**config.mk**
```make
export PLATFORM = sky130hd
export DESIGN_NAME = bc_stage_if_flat
export DESIGN_NICKNAME = d
export VERILOG_FILES = /design/src/rtl/bc_core_pkg.sv /design/src/rtl/bc_stage_if_if.sv /design/src/rtl/bc_fetch_fifo.sv /design/src/rtl/bc_stage_if.sv /design/src/flat_wrapper.sv
export SDC_FILE = /design/constraint.sdc
export NUM_CORES = 1
export LEC_CHECK = 0
export BUFFER_PORTS_ARGS = -buffer_cell sky130_fd_sc_hd__clkbuf_2
export CAP_MARGIN = 20
export CORE_MARGIN = 1
export CORE_UTILIZATION = 50
export DETAILED_ROUTE_END_ITERATION = 8
export PLACE_DENSITY = 0.73
export REMOVE_ABC_BUFFERS = 1
export SYNTH_ARGS = -nofsm -noshare
export SYNTH_HDL_FRONTEND = slang
export SYNTH_SLANG_ARGS = --single-unit
```
**constraint.sdc**
```tcl
create_clock -name i_clk -period 5.3 [get_ports i_clk]
set_input_delay 0.265 -clock i_clk [delete_from_list [all_inputs] [get_ports i_clk]]
set_output_delay 0.265 -clock i_clk [all_outputs]
set_load 0.01 [all_outputs]
```
**src/rtl/bc_core_pkg.sv**
```systemverilog
// Shared core definitions: fetch buffer entry layout, instruction size
// and the default reset PC used by the fetch stage.
package bc_core_pkg;

    localparam int          INSTR_BYTES      = 4;
    localparam logic [31:0] RESET_PC_DEFAULT = 32'h0000_0000;

    typedef struct packed {
        logic [31:0] pc;
        logic [31:0] instr;
    } fetch_entry_t;

endpackage

```
**src/rtl/bc_stage_if_if.sv**
```systemverilog
// Instruction memory bus between the fetch stage (master) and memory (slave).
// req/addr/gnt form the request channel; rvalid/rdata the in-order response.
interface bc_stage_if_if #(
    parameter int ADDR_WIDTH  = 32,
    parameter int INSTR_WIDTH = 32
);

    logic                   o_imem_req;
    logic [ADDR_WIDTH-1:0]  o_imem_addr;
    logic                   i_imem_gnt;
    logic                   i_imem_rvalid;
    logic [INSTR_WIDTH-1:0] i_imem_rdata;

    modport master (
        output o_imem_req,
        output o_imem_addr,
        input  i_imem_gnt,
        input  i_imem_rvalid,
        input  i_imem_rdata
    );

    modport slave (
        input  o_imem_req,
        input  o_imem_addr,
        output i_imem_gnt,
        output i_imem_rvalid,
        output i_imem_rdata
    );

endinterface

```
**src/rtl/bc_fetch_fifo.sv**
```systemverilog
// Small synchronous FIFO of fetch entries with flush and a registered head.
// Ports: push/data in, pop in, flush in; valid/head/count out.
module bc_fetch_fifo
    import bc_core_pkg::*;
#(
    parameter int  DEPTH = 2,
    parameter type T     = fetch_entry_t,
    localparam int CW    = $clog2(DEPTH + 1)
) (
    input  logic          i_clk,
    input  logic          i_rst,
    input  logic          i_flush,
    input  logic          i_push,
    input  T              i_data,
    input  logic          i_pop,
    output logic          o_valid,
    output T              o_head,
    output logic [CW-1:0] o_count
);

    localparam int PW = $clog2(DEPTH);

    T              mem_q [DEPTH];
    T              mem_d [DEPTH];
    logic [PW-1:0] wr_ptr_q;
    logic [PW-1:0] wr_ptr_d;
    logic [PW-1:0] rd_ptr_q;
    logic [PW-1:0] rd_ptr_d;
    logic [CW-1:0] count_q;
    logic [CW-1:0] count_d;
    logic          do_pop;

    always_comb begin
        do_pop   = i_pop && (count_q != '0);
        mem_d    = mem_q;
        wr_ptr_d = wr_ptr_q;
        rd_ptr_d = rd_ptr_q;
        count_d  = count_q;
        if (i_flush) begin
            wr_ptr_d = '0;
            rd_ptr_d = '0;
            count_d  = '0;
        end else begin
            // When full, a push lands in the slot being popped this cycle.
            if (i_push) begin
                mem_d[wr_ptr_q] = i_data;
                wr_ptr_d        = wr_ptr_q + PW'(1);
            end
            if (do_pop) begin
                rd_ptr_d = rd_ptr_q + PW'(1);
            end
            case ({i_push, do_pop})
                2'b10:   count_d = count_q + CW'(1);
                2'b01:   count_d = count_q - CW'(1);
                default: count_d = count_q;
            endcase
        end
    end

    always_ff @(posedge i_clk) begin
        if (i_rst) begin
            wr_ptr_q <= '0;
            rd_ptr_q <= '0;
            count_q  <= '0;
        end else begin
            wr_ptr_q <= wr_ptr_d;
            rd_ptr_q <= rd_ptr_d;
            count_q  <= count_d;
        end
        mem_q <= mem_d;
    end

    assign o_valid = (count_q != '0);
    assign o_head  = mem_q[rd_ptr_q];
    assign o_count = count_q;

endmodule

```
**src/rtl/bc_stage_if.sv**
```systemverilog
// Fetch stage: owns the PC, issues word fetches under a credit limit,
// buffers responses and hands {pc, instr} to decode. Ports: clk/rst,
// imem master bus, redirect in, instr_valid/instr/pc out, id_ready in.
module bc_stage_if
    import bc_core_pkg::*;
#(
    parameter int                    ADDR_WIDTH  = 32,
    parameter int                    INSTR_WIDTH = 32,
    parameter logic [ADDR_WIDTH-1:0] RESET_PC    = ADDR_WIDTH'(RESET_PC_DEFAULT),
    parameter int                    FIFO_DEPTH  = 2
) (
    input  logic                   i_clk,
    input  logic                   i_rst,
    bc_stage_if_if.master          imem,
    input  logic                   i_redirect,
    input  logic [ADDR_WIDTH-1:0]  i_redirect_pc,
    output logic                   o_instr_valid,
    output logic [INSTR_WIDTH-1:0] o_instr,
    output logic [ADDR_WIDTH-1:0]  o_pc,
    input  logic                   i_id_ready
);

    localparam int                    CW   = $clog2(FIFO_DEPTH + 1);
    localparam logic [ADDR_WIDTH-1:0] STEP = ADDR_WIDTH'(INSTR_BYTES);

    typedef struct packed {
        logic [ADDR_WIDTH-1:0]  pc;
        logic [INSTR_WIDTH-1:0] instr;
    } entry_t;

    logic [ADDR_WIDTH-1:0] pc_q;
    logic [ADDR_WIDTH-1:0] pc_d;
    logic [ADDR_WIDTH-1:0] rsp_pc_q;
    logic [ADDR_WIDTH-1:0] rsp_pc_d;
    logic [CW-1:0]         outstanding_q;
    logic [CW-1:0]         outstanding_d;
    logic [CW-1:0]         drop_cnt_q;
    logic [CW-1:0]         drop_cnt_d;
    logic [CW-1:0]         fifo_count;
    logic [CW:0]           in_use;
    logic [ADDR_WIDTH-1:0] target_pc;
    logic                  req;
    logic                  issue;
    logic                  rsp;
    logic                  push;
    logic                  pop;
    logic                  head_valid;
    entry_t                push_data;
    entry_t                head;
    logic                  unused_redirect_lsb;

    assign unused_redirect_lsb = ^i_redirect_pc[1:0];

    always_comb begin
        target_pc       = {i_redirect_pc[ADDR_WIDTH-1:2], 2'b00};
        // Buffered plus in-flight words may never exceed the buffer size,
        // so every response always has a free slot.
        in_use          = {1'b0, outstanding_q} + {1'b0, fifo_count};
        req             = !i_rst && !i_redirect
                          && (in_use < (CW+1)'(FIFO_DEPTH));
        issue           = req && imem.i_imem_gnt;
        rsp             = imem.i_imem_rvalid;
        push            = rsp && !i_redirect && (drop_cnt_q == '0);
        pop             = head_valid && i_id_ready && !i_redirect;
        push_data.pc    = rsp_pc_q;
        push_data.instr = imem.i_imem_rdata;

        pc_d          = pc_q;
        rsp_pc_d      = rsp_pc_q;
        outstanding_d = outstanding_q;
        drop_cnt_d    = drop_cnt_q;
        if (i_redirect) begin
            pc_d          = target_pc;
            rsp_pc_d      = target_pc;
            outstanding_d = outstanding_q - CW'(rsp);
            // Everything still in flight belongs to the old path.
            drop_cnt_d    = outstanding_d;
        end else begin
            if (issue) begin
                pc_d = pc_q + STEP;
            end
            if (push) begin
                rsp_pc_d = rsp_pc_q + STEP;
            end
            outstanding_d = outstanding_q + CW'(issue) - CW'(rsp);
            if (rsp && (drop_cnt_q != '0)) begin
                drop_cnt_d = drop_cnt_q - CW'(1);
            end
        end
    end

    always_ff @(posedge i_clk) begin
        if (i_rst) begin
            pc_q          <= RESET_PC;
            rsp_pc_q      <= RESET_PC;
            outstanding_q <= '0;
            drop_cnt_q    <= '0;
        end else begin
            pc_q          <= pc_d;
            rsp_pc_q      <= rsp_pc_d;
            outstanding_q <= outstanding_d;
            drop_cnt_q    <= drop_cnt_d;
        end
    end

    bc_fetch_fifo #(
        .DEPTH (FIFO_DEPTH),
        .T     (entry_t)
    ) u_fifo (
        .i_clk   (i_clk),
        .i_rst   (i_rst),
        .i_flush (i_redirect),
        .i_push  (push),
        .i_data  (push_data),
        .i_pop   (pop),
        .o_valid (head_valid),
        .o_head  (head),
        .o_count (fifo_count)
    );

    assign imem.o_imem_req  = req;
    assign imem.o_imem_addr = pc_q;
    assign o_instr_valid    = head_valid && !i_rst;
    assign o_instr          = o_instr_valid ? head.instr : '0;
    assign o_pc             = o_instr_valid ? head.pc : '0;

    assert property (@(posedge i_clk) disable iff (i_rst)
        imem.i_imem_rvalid |-> (outstanding_q != '0));

    assert property (@(posedge i_clk) disable iff (i_rst)
        drop_cnt_q <= outstanding_q);

endmodule

```
**src/flat_wrapper.sv**
```systemverilog
// flat-port wrapper written by rule: the top's interface ports become plain ports
module bc_stage_if_flat import bc_core_pkg::*;
#(
    parameter int                    ADDR_WIDTH  = 32,
    parameter int                    INSTR_WIDTH = 32,
    parameter logic [ADDR_WIDTH-1:0] RESET_PC    = ADDR_WIDTH'(RESET_PC_DEFAULT),
    parameter int                    FIFO_DEPTH  = 2
)
  (i_clk, i_rst, i_redirect, i_redirect_pc, o_instr_valid, o_instr, o_pc, i_id_ready, imem_o_imem_req, imem_o_imem_addr, imem_i_imem_gnt, imem_i_imem_rvalid, imem_i_imem_rdata);
  bc_stage_if_if #(.ADDR_WIDTH(ADDR_WIDTH), .INSTR_WIDTH(INSTR_WIDTH)) imem_i ();
  input  logic i_clk;
  input  logic i_rst;
  input  logic i_redirect;
  input  logic [ADDR_WIDTH-1:0] i_redirect_pc;
  output logic o_instr_valid;
  output logic [INSTR_WIDTH-1:0] o_instr;
  output logic [ADDR_WIDTH-1:0] o_pc;
  input  logic i_id_ready;
  output wire logic [$bits(imem_i.o_imem_req)-1:0] imem_o_imem_req;
  output wire logic [$bits(imem_i.o_imem_addr)-1:0] imem_o_imem_addr;
  input wire logic [$bits(imem_i.i_imem_gnt)-1:0] imem_i_imem_gnt;
  input wire logic [$bits(imem_i.i_imem_rvalid)-1:0] imem_i_imem_rvalid;
  input wire logic [$bits(imem_i.i_imem_rdata)-1:0] imem_i_imem_rdata;
  assign imem_o_imem_req = imem_i.o_imem_req;
  assign imem_o_imem_addr = imem_i.o_imem_addr;
  assign imem_i.i_imem_gnt = imem_i_imem_gnt;
  assign imem_i.i_imem_rvalid = imem_i_imem_rvalid;
  assign imem_i.i_imem_rdata = imem_i_imem_rdata;
  bc_stage_if #(.ADDR_WIDTH(ADDR_WIDTH), .INSTR_WIDTH(INSTR_WIDTH), .RESET_PC(RESET_PC), .FIFO_DEPTH(FIFO_DEPTH)) u_core (.i_clk(i_clk), .i_rst(i_rst), .imem(imem_i), .i_redirect(i_redirect), .i_redirect_pc(i_redirect_pc), .o_instr_valid(o_instr_valid), .o_instr(o_instr), .o_pc(o_pc), .i_id_ready(i_id_ready));
endmodule
```
==> summary.txt, run 1 <==
Outcome
  – Outcome: completed

Timing
  – Share of the clock period used by the worst path: 62.1%
  – Tightest slew margin relative to the limit: 41.4%
  – Fin. Hold Viols: 0
  – Setup-failing EPs final: 0
  – Clock skew after layout: 11.2 ps
  – Maximum clock rate: 304 MHz
  – Post-Route Setup TNS: 0 ps
  – Fin. max-slew vios: 0
  – Setup repair after global routing missed its margin: no
  – Transition time at the pin with the least slew margin: 867 ps
  – Clock period minus final worst setup slack: 3290 ps
  – Least setup slack across all paths after layout: 2010 ps

Die
  – Core outline area: 17200 um2
  – Top-level port count: 168
  – Floorplan die area: 18000 um2
  – Number of placement rows: 48
  – Floorplan die height: 134 um
  – Initial Utilization: 51.0%
  – Chip width: 134 um

Power and ir drop
  – Maximum resistive drop on vdd: 0.000254 V
  – Power share of the clock group: 40.1%
  – Share of power burned in registers: 51.8%
  – Power per cell area: 322 nW/um2
  – Final total power: 3350 uW
  – Internal power: 2540 uW
  – Net Sw Power: 810 uW
  – Combinational group share of total power: 8.1%
  – Leak Pwr: 0.00367 uW
  – Net Sw Frac: 24.2%

Drt
  – First DRT Iteration DRCs: 493
  – Total DRC errors in the routed layout: 0
  – Total via count in the routed design: 6725
  – Routed via count divided by cell count: 5.79
  – Number of nets still failing antenna checks after routing: 0
  – WL final: 20100 um
  – DR WL/cell: 17.3 um
  – 1st-pass router iterations: 5

Critical path
  – CP max FO: 15
  – Worst Reg-to-Reg Cells: 8
  – FF-to-FF Start: u_core.u_fifo.o_count[0]
  – Capture point of the critical path: u_core.outstanding_q[0]
  – Required time at the endpoint of the critical path: 5590 ps
  – Critical register-to-register path endpoint: u_core.outstanding_q[0]
  – Crit end category: flip-flop
  – Worst setup SP type: flip-flop
  – Worst Setup SP: u_core.u_fifo.o_count[0]
  – Slack of the worst reg-to-reg path: 2010 ps
  – Data arrival time at the worst-slack endpoint: 3580 ps
  – Crit Path Class: reg -> reg

Clock network
  – Post-cts sizing count: 0
  – CTS Root Buffer Type: clkbuf_16
  – Number of CTS-inserted buffers: 17
  – Maximum count of clock buffers along a single path: 2
  – Post-cts hold buffer count: 0
  – Post-CTS setup repair buffer count: 0
  – Clock Latency Late Sink: 430 ps
  – Reg clk slew, reported paths: 70 ps
  – Maximum level of the CTS H-tree: 4
  – Clock Sink Count: 192
  – TritonCTS clock tree: built

Yosys
  – Post-synth top flop: edfxtp_1
  – Number of enable flip-flop cells after synthesis: 124
  – Proportion of register bits with asynchronous set or reset after synthesis: 0%
  – Number of warnings reported in the yosys synthesis log: 0
  – Number of storage elements in the synthesis netlist: 192
  – Average instance area after synthesis: 11.3 um2
  – Number of distinct library cells after synthesis: 62
  – Mapped Cells: 776
  – Seq/Total Area, Yosys: 58.1%
  – Cell area after synthesis: 8760 um2

Placed design
  – Placement Setup Slack: 2080 ps
  – Count of input and output buffers: 161
  – GP Congestion: 0.945
  – Dpl hpwl: 13800 um
  – Dpl cells: 1128

Layout
  – Fill cell total of the finished layout: 1415
  – Area delta synth->final: 18.7%
  – Number of non-filler instances in the completed layout: 1161
  – Ratio of cells with drive above 1 in the final layout: 22.9%
  – Net count of the finished layout: 1000
  – Antenna cells: 0

Min path
  – HP Class: in -> reg

Run
  – Maxcap violations: 0

Global routing
  – Overflow after GRT: 0
  – Initial antenna violation count: 0
  – Global-route wire length before repair: 31600 um
  – Maximum number of pins on one net before global-route repair: 60
  – Global-route usage over all layers: 22.6%
  – Vias in the first global route: 6022
synth_stat cells (3+ instances only):
cell | instances | share of area [%]
buf_1 | 4 | 0.17
nand4_1 | 30 | 2.1
dfxtp_1 | 68 | 16
o211ai_1 | 12 | 1.0
nand2_1 | 51 | 2.2
xnor2_1 | 16 | 1.6
o21ai_0 | 18 | 1.0
xor2_1 | 10 | 1.0
or4_1 | 13 | 1.1
edfxtp_1 | 124 | 43
nor4b_1 | 3 | 0.30
o21a_1 | 12 | 1.0
a311oi_1 | 4 | 0.40
and2_1 | 3 | 0.21
buf_2 | 3 | 0.17
nor3b_1 | 5 | 0.43
ha_1 | 6 | 0.86
o31a_1 | 9 | 0.90
buf_4 | 4 | 0.34
inv_1 | 14 | 0.60
nand3_1 | 13 | 0.74
a21oi_1 | 10 | 0.57
and3_1 | 15 | 1.1
o31ai_1 | 5 | 0.43
nor3_1 | 16 | 0.91
a31oi_1 | 12 | 0.86
a211oi_1 | 9 | 0.77
nor2_1 | 92 | 3.9
or3_1 | 9 | 0.64
clkbuf_1 | 34 | 1.5
a21boi_0 | 16 | 1.4
and4_1 | 10 | 1.0
or2_2 | 6 | 0.43
mux2i_1 | 63 | 7.2
nor4_1 | 21 | 1.5
registers in the layout (all words and copies together) (netlist names):
| signal | flops |
|---|---|
| u_core.drop_cnt_q | 2 |
| u_core.imem.o_imem_addr | 30 |
| u_core.outstanding_q | 2 |
| u_core.rsp_pc_q | 30 |
| u_core.u_fifo.mem_q | 124 |
| u_core.u_fifo.o_count | 2 |
| u_core.u_fifo.rd_ptr_q | 1 |
| u_core.u_fifo.wr_ptr_q | 1 |
cells by family (layout without fill, tap and decap cells):
logic type | count (synthesis) | after routing | synth area share (%)
AND/OR/NAND/NOR | 299 | 299 | 17.8
flip-flops | 192 | 192 | 58.1
AO/OA/AOI/OAI | 125 | 125 | 10.1
multiplexers | 64 | 64 | 7.33
buffers and inverters | 62 | 219 | 2.96
XOR/XNOR | 26 | 26 | 2.60
adder cells (fa/ha/maj) | 7 | 7 | 1.09
other | 1 | 4 | 0.0428
cells in the final DEF (no fill, tap or decap), types with 8 or more instances in the layout:
cell type,n
o211ai_1,12
nand3_1,13
a211oi_1,9
dfxtp_1,67
nor3_1,16
edfxtp_1,124
o31a_1,9
clkbuf_16,17
a31oi_1,12
o21a_1,12
o21ai_0,18
mux2i_1,63
nand4_1,30
and4_1,10
a21boi_0,16
clkbuf_2,161
nor4_1,21
nand2_1,51
or3_1,9
xor2_1,10
a21oi_1,10
buf_4,8
inv_1,13
or4_1,13
nor2_1,91
xnor2_1,16
and3_1,14
worst max-delay path, cell delays in order, from the launching register on:
cell	delay [ps]
dfxtp_1	460
and2_1	180
fa_1	460
nor3b_2	630
nand3_1	570
clkinv_1	370
ha_1	280
mux2i_1	130
nor2_1	50
routing by layer:
layer  part of all wire, %  GRT usage [%]  vias up
li1                      -              -     3232
met4                   1.8           8.05        0
met1                    45           31.9     3147
met2                    44           34.0      317
met3                   9.1           5.52       29
met5                     0              0        -
cell type report:
type	instances	area (um2)	share of cell area [%]
flip-flops and latches	192	5090	48.9
multi-input cells	525	3440	33.1
repair buffers	171	896	8.62
clock buffers	18	429	4.13
well taps	225	282	2.71
clock inverters	14	198	1.90
inverters	16	60.1	0.578
power by group through the flow:
stage               registers [uW]  clock network, uW  logic (uW)
global placement              1760                  0         266
detailed placement            1770                  0         271
finish                        1730               1340         272
global route                  1740               1430         303
floorplan                     1760                  0         154
CTS                           1730               1360         273
worst min-delay path by stage:
stage,startpoint,end,slack (ps),depth (start not counted)
global route,imem_i_imem_rdata[3],u_core.u_fifo.mem_q[67],4,1
detailed placement,imem_i_imem_rdata[21],u_core.u_fifo.mem_q[85],460,1
global placement,imem_i_imem_rdata[31],u_core.u_fifo.mem_q[31],450,1
finish,imem_i_imem_rdata[11],u_core.u_fifo.mem_q[11],20,1
CTS,imem_i_imem_rdata[1],u_core.u_fifo.mem_q[1],10,1
floorplan,i_rst,u_core.imem.o_imem_addr[11],330,1
per-stage QoR:
step,util [%],hold WS (ps),instance area [um2]
after floorplan,-,334,8570
after global placement,56.7,454,9740
after detailed placement,56.8,458,9750
after CTS,60.4,9.76,10400
after global routing,60.5,3.76,10400
final,60.5,22.2,10400
Power figures use the tool's default switching activity.
==> inputs of run 2 (changes only) <==
==> constraint.sdc (replaced) <==
create_clock -name i_clk -period 3.2 [get_ports i_clk]
set_input_delay 0.16 -clock i_clk [delete_from_list [all_inputs] [get_ports i_clk]]
set_output_delay 0.16 -clock i_clk [all_outputs]
set_load 0.01 [all_outputs]
==> summary.txt, run 2 (same netlist as run 1, synthesis figures left out) <==
Placed design
  – Cell area after placement: 9820 um2 (was 9750 um2)
  – Count of input and output buffers: 161 (unchanged)
  – GP Congestion: 0.962 (was 0.945)
  – Dpl hpwl: 14200 um (was 13800 um)

Timing
  – Fin. max-slew vios: 0 (unchanged)
  – Worst hold-check slack: 24.7 ps (was 22.2 ps)
  – Post-Route Setup TNS: 0 ps (unchanged)
  – Maximum clock rate: 328 MHz (was 304 MHz)
  – Fin. Hold Viols: 0 (unchanged)
  – Clock period minus final worst setup slack: 3040 ps (was 3290 ps)
  – Transition time at the pin with the least slew margin: 1000 ps (was 867 ps)
  – Setup-failing EPs final: 0 (unchanged)
  – Setup repair after global routing missed its margin: no (unchanged)
  – Clock skew after layout: 14.7 ps (was 11.2 ps)
  – Tightest slew margin relative to the limit: 33.0% (was 41.4%)
  – Share of the clock period used by the worst path: 95.1% (was 62.1%)

Global routing
  – Global routing met2 resource utilization: 36.6% (was 34.0%)
  – Vias in the first global route: 6372 (was 6022)
  – Met3 track utilization from global routing: 5.29% (was 5.52%)
  – Met1 track demand over resource: 32.8% (was 31.9%)
  – Global-route wire length before repair: 32800 um (was 31600 um)
  – Global-route usage over all layers: 23.6% (was 22.6%)
  – Maximum number of pins on one net before global-route repair: 63 (was 60)
  – Overflow after GRT: 0 (unchanged)
  – Initial antenna violation count: 0 (unchanged)
  – Most congested layer reported by global routing: met2 (unchanged)

Critical path
  – Crit Path Class: reg -> reg (unchanged)
  – Critical register-to-register path endpoint: u_core.imem.o_imem_addr[21] (was u_core.outstanding_q[0])
  – Required time at the endpoint of the critical path: 3510 ps (was 5590 ps)
  – Crit end category: flip-flop (unchanged)
  – Worst Reg-to-Reg Cells: 6 (was 8)
  – Slack of the worst reg-to-reg path: 160 ps (was 2010 ps)
  – CP max FO: 7 (was 15)
  – Data arrival time at the worst-slack endpoint: 3360 ps (was 3580 ps)
  – Worst setup SP type: flip-flop (unchanged)
  – FF-to-FF Start: u_core.u_fifo.o_count[0] (unchanged)

Clock network
  – Maximum count of clock buffers along a single path: 2 (unchanged)
  – Clock Latency Late Sink: 430 ps (about the same)
  – CTS Root Buffer Type: clkbuf_16 (unchanged)
  – Post-cts sizing count: 0 (unchanged)
  – Maximum level of the CTS H-tree: 4 (unchanged)
  – Clock Sink Count: 192 (unchanged)
  – Number of CTS-inserted buffers: 17 (unchanged)
  – TritonCTS clock tree: built (unchanged)
  – Post-cts hold buffer count: 36 (was 0)
  – Reg clk slew, reported paths: 80 ps (was 70 ps)
  – Post-CTS setup repair buffer count: 0 (unchanged)

Layout
  – Fill cell total of the finished layout: 1391 (was 1415)
  – Area delta synth->final: 23.0% (was 18.7%)
  – Layout Utilization: 62.7% (was 60.5%)
  – Net count of the finished layout: 1040 (was 1000)
  – Leading cell type in the layout, fill and taps excluded: clkbuf_2 (unchanged)
  – Max FFs per register: 124 (unchanged)
  – Ratio of cells with drive above 1 in the final layout: 22.3% (was 22.9%)
  – Commonest cells after routing, fill and taps aside: 161 x clkbuf_2, 124 x edfxtp_1, 91 x nor2_1, 67 x dfxtp_1, 63 x mux2i_1 (unchanged)
  – Post-Layout Inst Area: 10800 um2 (was 10400 um2)
  – Largest register by flop count: u_core.u_fifo.mem_q (unchanged)
  – Antenna cells: 0 (unchanged)

Outcome
  – Outcome: completed (unchanged)

Die
  – Floorplan die height: 134 um (unchanged)
  – Top-level port count: 168 (unchanged)
  – Number of placement rows: 48 (unchanged)
  – Chip width: 134 um (unchanged)
  – Floorplan die area: 18000 um2 (unchanged)
  – Core outline area: 17200 um2 (unchanged)
  – Initial Utilization: 51.0% (unchanged)

Min path
  – Min-Delay Startpoint: i_redirect_pc[12] (was imem_i_imem_rdata[11])
  – Hold Crit Depth: 3 (was 1)
  – HP Class: in -> reg (unchanged)
  – End point of the most critical hold path: u_core.imem.o_imem_addr[12] (was u_core.u_fifo.mem_q[11])

Power and ir drop
  – Maximum resistive drop on vdd: 0.000400 V (was 0.000254 V)
  – Power per cell area: 509 nW/um2 (was 322 nW/um2)
  – Final total power: 5480 uW (was 3350 uW)
  – Leak Pwr: 0.00384 uW (was 0.00367 uW)

Drt
  – Total via count in the routed design: 6904 (was 6725)
  – First DRT Iteration DRCs: 516 (was 493)
  – 1st-pass router iterations: 5 (unchanged)
  – Routed via count divided by cell count: 5.75 (was 5.79)
  – Total DRC errors in the routed layout: 0 (unchanged)
  – DR WL/cell: 17.4 um (was 17.3 um)
  – WL final: 20900 um (was 20100 um)
  – Number of nets still failing antenna checks after routing: 0 (unchanged)

Run
  – Maxcap violations: 0 (unchanged)
[run 2: per-layer routing]
| metal | part of all wire, % | vias to the layer above |
|---|---|---|
| li1 | - | 3309 |
| met1 | 46 | 3272 |
| met2 | 45 | 294 |
| met3 | 7.5 | 29 |
| met4 | 1.6 | 0 |
| met5 | 0 | - |
[run 2: worst max-delay path by stage]
| stage | start | endpoint | cells after the start | slack [ps] |
|---|---|---|---|---|
| after floorplan | i_redirect | u_core.u_fifo.mem_q[100] | 3 | -1140 |
| after global placement | u_core.u_fifo.o_count[0] | u_core.imem.o_imem_addr[21] | 6 | 290 |
| after detailed placement | u_core.u_fifo.o_count[0] | u_core.imem.o_imem_addr[21] | 6 | 220 |
| after CTS | u_core.u_fifo.o_count[0] | u_core.imem.o_imem_addr[21] | 6 | 180 |
| after global routing | u_core.u_fifo.o_count[0] | u_core.imem.o_imem_addr[27] | 7 | 30 |
| final | u_core.u_fifo.o_count[0] | u_core.imem.o_imem_addr[21] | 6 | 160 |
[run 2: area by class of cell]
class / instances / area [um2] / area share (%)
Multi-Input combinational cell: 525 / 3440 / 32.0
Timing Repair Buffer: 211 / 1310 / 12.1
Clock buffer: 18 / 429 / 3.98
Tap cell: 225 / 282 / 2.61
Sequential cell: 192 / 5090 / 47.2
Clock inverter: 14 / 160 / 1.49
Inverter: 16 / 60.1 / 0.557
[run 2: stage by stage]
| stage | std cells | setup slack, ps |
|---|---|---|
| CTS | 1201 | 182 |
| finish | 1201 | 156 |
| floorplan | 733 | -1140 |
| detailed placement | 1133 | 219 |
| global route | 1201 | 25.4 |
| global placement | 1133 | 289 |
[run 2: report_power, final]
| group | switching [uW] | internal (uW) |
|---|---|---|
| Clock | 985 | 1120 |
| Sequential | 113 | 2760 |
| Combinational | 283 | 222 |
[run 2: worst max-delay path, cell delays in order, from the launching register on]
cell and delay, ps:
dfxtp_1 480, and2_1 190, fa_1 470, or3b_1 520
or4_1 710, o31a_1 320, o31a_1 230
